==> src/rtl/ex_div_if.sv <==
// Divider request/response bundle between the EX stage and the divide unit.
interface ex_div_if #(parameter int DATA_W = 32);
  logic                  div_start;
  logic                  signed_div;
  logic [DATA_W-1:0]     dividend;
  logic [DATA_W-1:0]     divisor;
  logic                  annul;
  logic [2*DATA_W-1:0]   result;
  logic                  ready;
  logic                  stallreq_for_ex;

  modport master (
    output div_start, signed_div, dividend, divisor, annul,
    input  result, ready, stallreq_for_ex
  );

  modport slave (
    input  div_start, signed_div, dividend, divisor, annul,
    output result, ready, stallreq_for_ex
  );
endinterface

==> src/rtl/ex_div_unit.sv <==
// Multi-cycle radix-2 restoring divider; stalls EX while a DIV/DIVU is in flight.
module ex_div_unit #(
  parameter int DATA_W = 32,
  parameter int CNT_W  = 6
) (
  input  logic     clk,
  input  logic     rst,
  ex_div_if.slave  bus
);
  localparam int MSB = DATA_W - 1;

  typedef enum logic [1:0] {S_IDLE, S_BY_ZERO, S_ON, S_END} state_t;

  state_t                r_state;
  logic [CNT_W-1:0]      r_cnt;
  logic [DATA_W-1:0]     r_rem;
  logic [DATA_W-1:0]     r_quo;
  logic [DATA_W-1:0]     r_dvs;
  logic                  r_sign_q;
  logic                  r_sign_r;
  logic [2*DATA_W-1:0]   r_result;
  logic                  r_ready;

  logic                  w_accept;
  logic                  w_sgn_a, w_sgn_b;
  logic [DATA_W-1:0]     w_abs_a, w_abs_b;
  logic [DATA_W:0]       w_trial, w_diff;
  logic                  w_qbit;
  logic [DATA_W-1:0]     w_rem_nx, w_quo_nx;
  logic                  w_last;

  assign w_accept = (r_state == S_IDLE) && bus.div_start && !bus.annul;
  assign w_sgn_a  = bus.signed_div & bus.dividend[MSB];
  assign w_sgn_b  = bus.signed_div & bus.divisor[MSB];
  assign w_abs_a  = w_sgn_a ? -bus.dividend : bus.dividend;
  assign w_abs_b  = w_sgn_b ? -bus.divisor  : bus.divisor;

  // r_quo doubles as the dividend shift register: its MSB feeds the remainder,
  // quotient bits enter at the LSB. Borrow out of the wide subtract = restore.
  assign w_trial  = {r_rem, r_quo[MSB]};
  assign w_diff   = w_trial - {1'b0, r_dvs};
  assign w_qbit   = ~w_diff[DATA_W];
  assign w_rem_nx = w_qbit ? w_diff[MSB:0] : w_trial[MSB:0];
  assign w_quo_nx = {r_quo[MSB-1:0], w_qbit};
  assign w_last   = (r_cnt == CNT_W'(DATA_W - 1));

  assign bus.stallreq_for_ex = !rst && (w_accept ||
    (((r_state == S_BY_ZERO) || (r_state == S_ON)) && !bus.annul));
  assign bus.result = r_result;
  assign bus.ready  = r_ready;

  always_ff @(posedge clk) begin
    if (rst) begin
      r_state  <= S_IDLE;
      r_cnt    <= '0;
      r_rem    <= '0;
      r_quo    <= '0;
      r_dvs    <= '0;
      r_sign_q <= 1'b0;
      r_sign_r <= 1'b0;
      r_result <= '0;
      r_ready  <= 1'b0;
    end else begin
      r_ready <= 1'b0;
      case (r_state)
        S_IDLE: begin
          if (w_accept) begin
            if (bus.divisor == '0) begin
              r_state <= S_BY_ZERO;
            end else begin
              r_state  <= S_ON;
              r_cnt    <= '0;
              r_rem    <= '0;
              r_quo    <= w_abs_a;
              r_dvs    <= w_abs_b;
              r_sign_q <= w_sgn_a ^ w_sgn_b;
              r_sign_r <= w_sgn_a;
            end
          end
        end
        S_BY_ZERO: begin
          if (bus.annul) begin
            r_state <= S_IDLE;
          end else begin
            r_state  <= S_END;
            r_result <= '0;
            r_ready  <= 1'b1;
          end
        end
        S_ON: begin
          if (bus.annul) begin
            r_state <= S_IDLE;
          end else begin
            r_rem <= w_rem_nx;
            r_quo <= w_quo_nx;
            r_cnt <= r_cnt + 1'b1;
            if (w_last) begin
              r_state  <= S_END;
              r_ready  <= 1'b1;
              r_result <= {(r_sign_r ? -w_rem_nx : w_rem_nx),
                           (r_sign_q ? -w_quo_nx : w_quo_nx)};
            end
          end
        end
        S_END:   r_state <= S_IDLE;
        default: r_state <= S_IDLE;
      endcase
    end
  end
endmodule

==> src/flat_wrapper.sv <==
// flat-port wrapper written by rule: the top's interface ports become plain ports
module ex_div_unit_flat 
#(
  parameter int DATA_W = 32,
  parameter int CNT_W  = 6
)
  (clk, rst, bus_div_start, bus_signed_div, bus_dividend, bus_divisor, bus_annul, bus_result, bus_ready, bus_stallreq_for_ex);
  ex_div_if #(.DATA_W(DATA_W)) bus_i ();
  input  logic clk;
  input  logic rst;
  input wire logic [$bits(bus_i.div_start)-1:0] bus_div_start;
  input wire logic [$bits(bus_i.signed_div)-1:0] bus_signed_div;
  input wire logic [$bits(bus_i.dividend)-1:0] bus_dividend;
  input wire logic [$bits(bus_i.divisor)-1:0] bus_divisor;
  input wire logic [$bits(bus_i.annul)-1:0] bus_annul;
  output wire logic [$bits(bus_i.result)-1:0] bus_result;
  output wire logic [$bits(bus_i.ready)-1:0] bus_ready;
  output wire logic [$bits(bus_i.stallreq_for_ex)-1:0] bus_stallreq_for_ex;
  assign bus_i.div_start = bus_div_start;
  assign bus_i.signed_div = bus_signed_div;
  assign bus_i.dividend = bus_dividend;
  assign bus_i.divisor = bus_divisor;
  assign bus_i.annul = bus_annul;
  assign bus_result = bus_i.result;
  assign bus_ready = bus_i.ready;
  assign bus_stallreq_for_ex = bus_i.stallreq_for_ex;
  ex_div_unit #(.DATA_W(DATA_W), .CNT_W(CNT_W)) u_core (.clk(clk), .rst(rst), .bus(bus_i));
endmodule
==> config.mk <==
export PLATFORM = sky130hd
export DESIGN_NAME = ex_div_unit_flat
export DESIGN_NICKNAME = d
export VERILOG_FILES = /design/src/rtl/ex_div_if.sv /design/src/rtl/ex_div_unit.sv /design/src/flat_wrapper.sv
export SDC_FILE = /design/constraint.sdc
export NUM_CORES = 1
export LEC_CHECK = 0
export ABC_AREA = 1
export ABC_CLOCK_PERIOD_IN_PS = 9700
export BUFFER_PORTS_ARGS = -buffer_cell sky130_fd_sc_hd__buf_2
export CAP_MARGIN = 20
export CORE_MARGIN = 2
export CORE_UTILIZATION = 64
export DETAILED_ROUTE_END_ITERATION = 6
export PLACE_DENSITY = 0.85
export SETUP_SLACK_MARGIN = 0.5
export SLEW_MARGIN = 10
export SYNTH_ARGS = -nofsm -noshare
export SYNTH_HDL_FRONTEND = slang
export SYNTH_SLANG_ARGS = --single-unit
==> constraint.sdc <==
create_clock -name clk -period 9.7 [get_ports clk]
set_input_delay 2.91 -clock clk [delete_from_list [all_inputs] [get_ports clk]]
set_output_delay 2.91 -clock clk [all_outputs]
set_load 0.02 [all_outputs]
# Word level (Yosys, flattened, before mapping)
# Cells that the tools add are included.
# W data, S select, Z words.
[op_classes] bitwise=5 addsub=6 n_reduce_logical=16 n_mux=31 eq_ne=10
[ops] operator="$mux W32" count=11
[ops] operator="$mux W64" count=3
[ops] operator="$neg A32 Y32" count=4
[ops] operator="$pmux W32 S2" count=2
[ops] operator="$pmux W64 S2" count=1
[ops] operator="$sub A33 B32 Y33" count=1
[ops] operator="$logic_not A32 Y1" count=1
[ops] operator="$mux W6" count=3
[ops] operator="$pmux W6 S2" count=1
[ops] operator="$mux W2" count=5
[ops] operator="$pmux W2 S4" count=1
[ops] operator="$reduce_and A4 Y1" count=2
[ops] operator="$add A6 B1 Y6 const B" count=1
[ops] operator="$eq A6 B5 Y1 const B" count=1
[ops] operator="$ne A2 B2 Y1 const B" count=3
[ops] operator="$eq A2 B2 Y1 const B" count=2
[ops] operator="$logic_and A1 B1 Y1" count=4
[ops] operator="$ne A2 B1 Y1 const B" count=2
[ops] operator="$reduce_bool A2 Y1" count=2
[ops] operator="$mux W1" count=3
[ops] operator="$ne A3 B2 Y1 const B" count=1
[ops] operator="$reduce_and A3 Y1" count=1
[ops] operator="$and A1 B1 Y1" count=2
[ops] operator="$eq A2 B1 Y1 const B" count=1
[ops] operator="other kinds (7)" count=10
[totals] ff_bits=171 wordCells=77 inputBits=69 output_inout_bits=66

# Logic depth before layout (Yosys ltp)
# Gate-level depths: netlist (run 1).
[depth] ltp_word=7 ltp_mapped=33 mapped_depth_nobuf=31

# Worst setup path before layout (run 1)
# Ideal clock, no wire load.
[synth_path] kind="in2out" startpoint="input rst" endpoint="output bus_stallreq_for_ex" t_required_ps=6790 arrival_time_ps=3724 stages=3 path_buffers=2 setup_slack_ps=3066 path_cell_list="clkbuf_1 -> clkbuf_1 -> o21ai_0"
[synth_via] elab_chain_cells=2
[synth_rtl] element="from (decl)" line_no="flat_wrapper.sv:10" rtl="input logic rst;"
[synth_rtl] element="$logic_not A1 Y1" line_no="ex_div_unit.sv:47" rtl="assign bus.stallreq_for_ex = !rst && (w_accept ||"
[synth_rtl] element="$logic_and A1 B1 Y1" line_no="ex_div_unit.sv:47"
[synth_rtl] element="to (decl)" line_no="flat_wrapper.sv:18" rtl="output wire logic [$bits(bus_i.stallreq_for_ex)-1:0] bus_stallreq_for_ex;"
# Every way passes these cells.

# Final worst setup path (run 1)
# Ends and elaborated chain as after synthesis.

==> results by group, run 1 <==
Route
  – DR vias: between 10,000 and 15,000
  – Drt pass-1 iters: 6
  – Wirelength, routed: between 30 and 40 mm
  – DRT iter0 DRCs: about 1,500
  – Drt wl/cell: roughly 15 µm
  – DRC: 0
  – Antenna-violating nets left: 0
  – Drt via density: between 5 and 6

Logic synthesis
  – Synth Area in Simple Gates: between 30% and 40%
  – Mux share of post-synthesis cell area: 0%
  – Ys Warns: 0
  – Synth Area in Compound Gates: between 10 and 15%
  – Post-Syn Instances: 2,222
  – Synth cell types: 52
  – Synth async-reset ratio: 0%
  – Avg Synthesized Cell Area: between 5 and 6 µm²
  – Largest family of logic cells by synthesized area: simple AND/OR/NAND/NOR gates
  – Seq cells post-synth: 171
  – Netlist Area Pre-Place: 0.0131 mm²
  – Syn nets: ~2,300
  – Post-synthesis adder-cell area fraction: under 10%
  – Post-synth EDFFs: 0
  – Synth Area in XOR/XNOR: under 10%
  – Main synth FF type: dfxtp_1
  – Register area share after synthesis: between 20% and 30%

Setup path
  – Crit-path max FO: 57
  – Worst R2R Setup Slack: ~4.7 ns
  – Crit. End Element: output pin
  – Crit path arrival time: roughly 4.5 ns
  – Worst setup SP type: input port
  – Worst EP required: between 6 and 7 ns
  – Critical path class: input port to output pin

Pwr
  – Gate power share: between 40% and 50%
  – Sequential share of power: approximately 29%
  – P_int: approximately 1.6 mW
  – Clock share of power: roughly a quarter
  – Leak pwr: between 7 and 8 nW
  – NetSw: 1.26 mW
  – Sw Ratio: 44.8%
  – Pwr/cell area: between 150 and 200 mW/mm²
  – Max VDD drop: approximately 0.15 mV

GRT
  – Overflow after GRT: 0
  – Initial antenna violation count: 0
  – Tot GR Track Use: 36.4%
  – Largest net degree at the start of global routing: 85
  – First-pass GRT wire length: between 60 and 70 mm
  – Vias in the first global route: 13,100

Floorplan
  – Die Height: around 150 µm
  – I/O pins: ~140
  – Initial Utilization: between 60 and 70%
  – Die X: around 150 µm
  – Core box area: a little over 0.02 mm²
  – Die area: between 0.02 and 0.025 mm²
  – Site row count: 52

CTS
  – Worst-path clk slew: ~0.060 ns
  – CTS max path bufs: 2
  – CTS resizes: 0
  – Postcts setup bufs: 0
  – CTS root buf: clkbuf_16
  – Clock latency on the worst-skew pair: ~0.44 ns
  – # hold bufs at CTS: 0
  – H-tree Lvls: 4
  – CTS tree: built
  – TritonCTS buffer count: 17
  – CTS sink cnt: around 170

Finish
  – Most frequent cells in the layout: 758 x nand2_1, 293 x inv_1, 203 x a21oi_1
  – P&R area growth vs syn: 10.2%
  – Final #Nets: around 2,400
  – Commonest non-fill, non-tap cell in the layout: nand2_1
  – Fraction of layout cells with a size suffix above 1: ~10%
  – Antenna diode count: 0

Placed design
  – Post-DP HPWL: 29.9 mm
  – Post-place setup slack: ~2.3 ns
  – Port Buffer Count: 134
  – Gp weighted congestion: between 1 and 1.5

Flow run
  – Max_cap viols: 0

STA
  – Clock period minus final worst setup slack: 7.43 ns
  – Fmax: around 130 MHz
  – Final WS setup: 2.27 ns
  – Sum Neg Setup Slack: 0 ns
  – Period Utilization, post-route: roughly 77%
  – RSZ-0062 raised after global routing: no
  – Hold Fails Final Rpt: 0
  – Final setup fails: 0
  – Slew headroom: 42.8%
  – Pins Over Slew Limit: 0
  – Final Skew: ~0.013 ns
  – Worst-Margin Slew: ~0.86 ns

Outcome
  – Status: complete, no violations

Hold path
  – Worst hold path class: flip-flop to flip-flop
-- metal layers --
layer / wire length (µm) / global-route usage (%) / vias up
li1: - / - / 7201
met1: 16600 / 47.5 / 6453
met2: 18100 / 59.7 / 634
met3: 2830 / 4.44 / 131
met4: 1990 / 18.4 / 0
met5: 0 / 0 / -
-- final timing paths --
kind	from	to	cells past startpoint
worst max-delay path	rst	bus_stallreq_for_ex	5
worst min-delay path	u_core.bus.result[15]	u_core.bus.result[15]	2
worst max register to register	u_core.r_dvs[0]	u_core.bus.result[26]	24
worst min register to register	u_core.bus.result[15]	u_core.bus.result[15]	2
-- power by group through the flow --
stage / clock (mW) / sequential, mW / combinational (mW)
3_3_place_gp: 0 / 0.835 / 1.20
6_report: 0.727 / 0.826 / 1.27
5_1_grt: 0.754 / 0.833 / 1.41
3_5_place_dp: 0 / 0.837 / 1.22
2_1_floorplan: 0 / 0.820 / 0.935
4_1_cts: 0.726 / 0.823 / 1.24
-- area by class of cell --
class                      count  area [µm²]
clock inverter                13         183
tap                          270         338
fill                        1847        5760
inverter                     301        1130
sequential                   171        3420
timing repair buffer         141         726
multi-input combinational   1671        8180
clock buffer                  18         429
-- critical path, stage by stage --
cell and delay, ns:
buf_4 0.49, inv_1 0.56, nand3_1 0.25, o21ai_0 0.11, buf_2 0.19
-- metrics by stage --
step / std cells / power [mW] / instance area (µm²) / hold slack, ns / util (%)
floorplan: 2222 / 1.76 / 13100 / 0.435 / -
global placement: 2554 / 2.04 / 13800 / 0.450 / 68.4
detailed placement: 2554 / 2.06 / 13800 / 0.452 / 68.4
CTS: 2585 / 2.79 / 14400 / 0.463 / 71.4
global route: 2585 / 3.00 / 14400 / 0.484 / 71.5
finish: 2585 / 2.82 / 14400 / 0.461 / 71.5
-- synthesized netlist by cell type, types with 4 or more instances --
cell	number	area share (%)
nor3_1	28	1.1
nor2_1	183	5.3
nor2_2	14	0.67
clkinv_1	4	0.11
nand2_4	7	0.60
o211ai_1	5	0.29
ha_1	41	3.9
and2_1	4	0.19
a2bb2oi_1	5	0.33
xnor2_1	28	1.9
o21ai_1	6	0.23
a21oi_1	203	7.8
buf_2	13	0.50
inv_1	293	8.4
inv_2	4	0.11
clkbuf_1	53	1.5
nor4_1	6	0.29
dfxtp_1	171	26
xor2_1	44	2.9
or2_2	5	0.24
buf_1	6	0.17
nand2_2	23	1.1
nand2_1	758	22
a21o_1	4	0.23
nand3b_1	11	0.63
nand4_1	17	0.81
a31oi_1	19	0.91
o31ai_1	6	0.34
o21ai_0	75	2.9
nand3_1	150	5.7
-- sequential cells by signal (all words and copies together), names as in the netlist --
register / count
u_core.r_sign_r: 1
u_core.r_state: 2
u_core.r_rem: 32
u_core.r_dvs: 32
u_core.bus.ready: 1
u_core.r_sign_q: 1
u_core.r_quo: 32
u_core.r_cnt: 6
u_core.bus.result: 64
-- cell families after synthesis --
logic type / count (synthesis)
buffers and inverters: 380
AO/OA/AOI/OAI: 334
adder cells (fa/ha/maj): 42
flip-flops: 171
XOR/XNOR: 72
AND/OR/NAND/NOR: 1223
Note: power is estimated with default switching activity, not from simulation.
==> inputs of run 2 (changes only) <==
--- a/config.mk
+++ b/config.mk
@@ -6,13 +6,13 @@
 export NUM_CORES = 1
 export LEC_CHECK = 0
 export ABC_AREA = 1
-export ABC_CLOCK_PERIOD_IN_PS = 9700
+export ABC_CLOCK_PERIOD_IN_PS = 7600
 export BUFFER_PORTS_ARGS = -buffer_cell sky130_fd_sc_hd__buf_2
 export CAP_MARGIN = 20
 export CORE_MARGIN = 2
-export CORE_UTILIZATION = 64
+export CORE_UTILIZATION = 61
 export DETAILED_ROUTE_END_ITERATION = 6
-export PLACE_DENSITY = 0.85
+export PLACE_DENSITY = 0.81
 export SETUP_SLACK_MARGIN = 0.5
 export SLEW_MARGIN = 10
 export SYNTH_ARGS = -nofsm -noshare
==> constraint.sdc (replaced) <==
create_clock -name clk -period 7.6 [get_ports clk]
set_input_delay 2.28 -clock clk [delete_from_list [all_inputs] [get_ports clk]]
set_output_delay 2.28 -clock clk [all_outputs]
set_load 0.02 [all_outputs]
==> run 2 against run 1 <==
Cell count grew 0.27%. Total power rose by 25%. Die area rose by 4.8%. Worst hold slack lost 0.0012 ns. Utilization shrank 3.0 points. Wire length fell by 0.24%. Largest cell class unchanged. Highest routed layer unchanged.
==> results by group, run 2 (synthesized netlist as in run 1, its figures left out) <==
GRT
  – Largest net degree at the start of global routing: 86
  – Global-route track usage on met3: 4.36%
  – Global routing usage on met2: between 50% and 60%
  – Tot GR Track Use: between 30% and 40%
  – Vias in the first global route: approximately 13,000
  – GR Util met1: between 40% and 50%
  – Overflow after GRT: 0
  – First-pass GRT wire length: 62.1 mm
  – Grt peak-use layer: met2
  – Initial antenna violation count: 0

Setup path
  – CP Cell Sequence: buf_4 -> inv_1 -> nand3_1 -> o21ai_0 -> buf_2
  – Crit. End Element: output pin
  – FF-to-FF path depth: 24
  – Critical path's largest stage delay: between 0.5 and 0.6 ns
  – R2R Path Start: u_core.r_dvs[0]
  – Slowest stage cell, crit path: inv_1
  – Critical path class: input port to output pin
  – Crit-path max FO: 56
  – R2r endpoint: u_core.bus.result[26]
  – CP endpoint: bus_stallreq_for_ex
  – Worst R2R Setup Slack: 2.41 ns
  – Worst setup SP type: input port
  – Worst EP required: around 5.3 ns
  – CP startpoint: rst
  – Crit path arrival time: approximately 3.8 ns

STA
  – Final Skew: about 0.014 ns
  – Final setup fails: 0
  – Sum Neg Setup Slack: 0 ns
  – Fmax: approximately 160 MHz
  – Worst-Margin Slew: 0.894 ns
  – Min Hold Slack: between 0.4 and 0.5 ns
  – Pins Over Slew Limit: 0
  – Clock period minus final worst setup slack: between 6 and 7 ns
  – Period Utilization, post-route: about four fifths
  – RSZ-0062 raised after global routing: no
  – Slew headroom: roughly 40%
  – Hold Fails Final Rpt: 0

CTS
  – CTS max path bufs: 2
  – Worst-path clk slew: ~0.07 ns
  – CTS sink cnt: 171
  – H-tree Lvls: 4
  – Clock latency on the worst-skew pair: between 0.4 and 0.5 ns
  – CTS root buf: clkbuf_16
  – CTS resizes: 0
  – Postcts setup bufs: 0
  – TritonCTS buffer count: 17
  – CTS tree: built
  – # hold bufs at CTS: 0

Pwr
  – Pwr/cell area: around 240 mW/mm²
  – Leak pwr: 7.35 nW
  – Power Total: roughly 3.5 mW
  – Max VDD drop: around 0.21 mV

Placed design
  – Port Buffer Count: 134
  – Inst Count DP: 2,559
  – Post-DP HPWL: slightly above 30 mm
  – Gp weighted congestion: about 0.98

Route
  – DRT iter0 DRCs: roughly 1,200
  – Drt wl/cell: approximately 15 µm
  – DRC: 0
  – DR vias: roughly 14,000
  – Drt via density: 5.50
  – Drt pass-1 iters: 5
  – Wirelength, routed: roughly 39 mm
  – Antenna-violating nets left: 0

Finish
  – Multi-input gate area: 0.00818 mm²
  – Fraction of layout cells with a size suffix above 1: a little over a tenth
  – Antenna diode count: 0
  – Sequential Area: roughly 0.0034 mm²
  – FILL cells: between 1,500 and 2,000
  – Commonest non-fill, non-tap cell in the layout: nand2_1
  – Fin util: 68.5%
  – Final std cells w/o fill: between 2,000 and 3,000
  – Final #Nets: between 2,000 and 2,500
  – Largest register FFs: 64
  – Most frequent cells in the layout: 758 x nand2_1, 293 x inv_1, 203 x a21oi_1
  – P&R area growth vs syn: 10.1%

Hold path
  – Worst hold path class: flip-flop to flip-flop

Flow run
  – Max_cap viols: 0

Floorplan
  – Initial Utilization: between 60% and 70%
  – I/O pins: 135
  – Die area: ~0.023 mm²
  – Die Height: about 150 µm
  – Site row count: 53
  – Core box area: ~0.021 mm²
  – Die X: around 150 µm

Outcome
  – Status: complete, no violations
run 2: cell count changes in the layout (fill, tap and decap cells not counted), moves of 2 or more:
cell and delta:
bufinv_16 -3, clkinv_4 +2, clkinv_8 +2, inv_8 +2
run 2: cell type report:
cell class | count | area share [%]
multi-input cells | 1671 | 56.8
flip-flops and latches | 171 | 23.8
inverters | 301 | 7.85
repair buffers | 142 | 5.09
clock buffers | 18 | 2.98
well taps | 275 | 2.39
clock inverters | 14 | 1.05
run 2: metrics by stage:
step           setup slack, ns  instance area, µm²
6_report                  1.49               14400
3_3_place_gp              1.54               13800
2_1_floorplan             2.23               13100
3_5_place_dp              1.52               13800
5_1_grt                   1.32               14400
4_1_cts                   1.51               14400
run 2: worst min path at each step:
stage                                     start               endpoint  slack (ns)  cells after the start
after CTS                 u_core.bus.result[17]  u_core.bus.result[17]        0.46                      2
final                     u_core.bus.result[46]  u_core.bus.result[46]        0.46                      2
after detailed placement  u_core.bus.result[17]  u_core.bus.result[17]        0.45                      2
after floorplan                u_core.r_dvs[12]       u_core.r_dvs[12]        0.44                      2
after global placement    u_core.bus.result[59]  u_core.bus.result[59]        0.45                      2
after global routing      u_core.bus.result[59]  u_core.bus.result[59]        0.48                      2
run 2: layer usage:
metal | up-vias | wire length, µm
met2 | 567 | 18300
met3 | 91 | 2800
li1 | 7206 | -
met1 | 6399 | 16700
met5 | - | 0
met4 | 0 | 1610
run 2: worst max-delay path: cells and delay by family:
kind / cells / cell delay (ns)
AO/OA/AOI/OAI: 1 / 0.10
buffers and inverters: 3 / 1.19
AND/OR/NAND/NOR: 1 / 0.24
run 2: where the power goes:
part,total [mW],switching (mW),leakage (nW),internal (mW)
registers,1.05,0.0810,1.39,0.972
clock network,0.861,0.423,0.280,0.438
logic,1.61,1.12,5.68,0.491
==> inputs of run 3 (changes only) <==
--- a/config.mk
+++ b/config.mk
@@ -6,7 +6,7 @@
 export NUM_CORES = 1
 export LEC_CHECK = 0
 export ABC_AREA = 1
-export ABC_CLOCK_PERIOD_IN_PS = 7600
+export ABC_CLOCK_PERIOD_IN_PS = 6100
 export BUFFER_PORTS_ARGS = -buffer_cell sky130_fd_sc_hd__buf_2
 export CAP_MARGIN = 20
 export CORE_MARGIN = 2
==> constraint.sdc (replaced) <==
create_clock -name clk -period 6.1 [get_ports clk]
set_input_delay 1.83 -clock clk [delete_from_list [all_inputs] [get_ports clk]]
set_output_delay 1.83 -clock clk [all_outputs]
set_load 0.02 [all_outputs]
==> run 3 against run 2 <==
Die area stayed put. Highest routed layer unchanged. Critical path depth rose by 20. Total power up 25%. First-iteration DRC count up 9.5%. Clock-buffer cell count did not move. Setup slack worse by 0.17 ns. Sequential power grew 26%. Sequential share of layout area is essentially flat. Utilization is 0.071 points higher. Largest cell class unchanged. Clock skew grew 0.0027 ns.
==> results by group, run 3 (synthesized netlist as in run 1, its figures left out) <==
Outcome
  – Status: complete, no violations

CTS
  – # hold bufs at CTS: 0
  – CTS sink cnt: 171
  – Worst-path clk slew: roughly 0.07 ns
  – H-tree Lvls: 4
  – TritonCTS buffer count: 17
  – CTS tree: built
  – CTS resizes: 0
  – Postcts setup bufs: 0
  – Clock latency on the worst-skew pair: ~0.45 ns
  – CTS max path bufs: 2
  – CTS root buf: clkbuf_16

Route
  – DRC: 0
  – Drt pass-1 iters: 6
  – Wirelength, routed: between 30 and 40 mm
  – Met2 Wirelength: 17.9 mm
  – DRT iter0 DRCs: roughly 1,400
  – DR vias: ~14,000
  – Drt wl/cell: ~15 µm
  – Metal3 WL: roughly 2.6 mm
  – Antenna-violating nets left: 0
  – Top Layer Used: met4
  – Met1 wire length: ~17 mm
  – Drt via density: around 5.5

Setup path
  – Critical path class: flip-flop to flip-flop
  – R2r endpoint: u_core.bus.result[26]
  – Crit-path max FO: 38
  – Worst R2R Setup Slack: about 1.3 ns
  – CP endpoint: u_core.bus.result[26]
  – FF-to-FF path depth: 25
  – R2R Path Start: u_core.r_dvs[0]
  – CP startpoint: u_core.r_dvs[0]
  – Worst EP required: 6.48 ns
  – Crit. End Element: flip-flop
  – Crit path arrival time: approximately 5.2 ns
  – Worst setup SP type: flip-flop

GRT
  – Vias in the first global route: approximately 13,000
  – Initial antenna violation count: 0
  – Overflow after GRT: 0
  – First-pass GRT wire length: around 62 mm
  – Tot GR Track Use: 34.5%
  – Largest net degree at the start of global routing: 101

STA
  – Period Utilization, post-route: 78.3%
  – Final Skew: 0.0165 ns
  – Clock period minus final worst setup slack: 4.78 ns
  – RSZ-0062 raised after global routing: no
  – Final setup fails: 0
  – Sum Neg Setup Slack: 0 ns
  – Final WS setup: around 1.3 ns
  – Worst-Margin Slew: roughly 1.1 ns
  – Pins Over Slew Limit: 0
  – Slew headroom: between 20 and 30%
  – Hold Fails Final Rpt: 0
  – Fmax: 209 MHz

Pwr
  – Max VDD drop: about 0.34 mV
  – Pwr/cell area: approximately 310 mW/mm²
  – Leak pwr: 7.36 nW
  – Power Total: 4.41 mW

Finish
  – Final std cells w/o fill: ~2,600
  – Fin util: slightly below 70%
  – Fraction of layout cells with a size suffix above 1: 10.5%
  – Largest register FFs: 64
  – P&R area growth vs syn: 10.2%
  – Most frequent cells in the layout: 758 x nand2_1, 293 x inv_1, 203 x a21oi_1
  – Final #Nets: ~2,400
  – Commonest non-fill, non-tap cell in the layout: nand2_1
  – Antenna diode count: 0

Floorplan
  – Die Height: 150 µm
  – Core box area: ~0.021 mm²
  – Die area: between 0.02 and 0.025 mm²
  – Initial Utilization: about 62%
  – I/O pins: between 100 and 150
  – Die X: about 150 µm
  – Site row count: 53

Placed design
  – Inst Count DP: ~2,600
  – Post-place setup slack: approximately 1.1 ns
  – Gp weighted congestion: 0.961
  – Port Buffer Count: about 130
  – Post-DP HPWL: about 30 mm

Flow run
  – Max_cap viols: 0

Hold path
  – Worst hold path class: flip-flop to flip-flop
run 3: cell count changes in the layout (fill, tap and decap cells not counted):
cell | previous run | this run
clkinv_8 | 3 | 2
clkbuf_1 | 1 | 0
buf_4 | 9 | 10
clkbuf_8 | 0 | 1
inv_6 | 3 | 2
inv_8 | 3 | 5
run 3: worst max-delay path: stages, from the launching register on:
cell and delay, ns:
dfxtp_1 0.38, ha_1 0.16, inv_1 0.07, fa_1 0.43, nand2_1 0.08, nand2_1 0.08, nand3_1 0.10, nand2_2 0.09
nand2_2 0.09, nand2_4 0.06, nand2_4 0.10, nand3_2 0.24, nand2_4 0.44, ha_1 0.25, inv_1 0.06, nor3_1 0.24
nand3_1 0.17, nor3_1 0.26, nand2_1 0.15, nor3_1 0.20, nand2_1 0.14, o21ai_0 0.32, o21ai_0 0.19, a21oi_1 0.15
o21ai_0 0.11, a21oi_1 0.12
run 3: layout make-up:
cell class,count,area [µm²]
multi-input combinational,1671,8180
fill,1973,6610
sequential,171,3420
inverter,301,1130
timing repair buffer,143,741
clock buffer,18,439
tap,275,344
clock inverter,14,149
run 3: power breakdown:
part | switching (mW) | internal, mW
registers | 0.111 | 1.21
logic | 1.39 | 0.612
clock network | 0.526 | 0.558
total | 2.03 | 2.38
run 3: worst min path at each step:
| stage | startpoint | end | slack (ns) | depth (start not counted) |
|---|---|---|---|---|
| final | u_core.bus.result[6] | u_core.bus.result[6] | 0.46 | 2 |
| after global routing | u_core.bus.result[19] | u_core.bus.result[19] | 0.48 | 2 |
| after CTS | u_core.bus.result[3] | u_core.bus.result[3] | 0.46 | 2 |
| after detailed placement | u_core.bus.result[3] | u_core.bus.result[3] | 0.45 | 2 |
| after global placement | u_core.bus.result[63] | u_core.bus.result[63] | 0.45 | 2 |
| after floorplan | u_core.r_dvs[12] | u_core.r_dvs[12] | 0.44 | 2 |
run 3: per-stage QoR:
step	hold slack, ns	cell area, µm²
floorplan	0.435	13100
global placement	0.450	13800
detailed placement	0.453	13800
CTS	0.465	14400
global route	0.485	14400
finish	0.460	14400
run 3: per-layer routing:
layer  global-route usage, %  up-vias
li1                        -     7212
met1                    45.5     6457
met2                    56.7      575
met3                    3.82      111
met4                    15.9        0
met5                       0        -
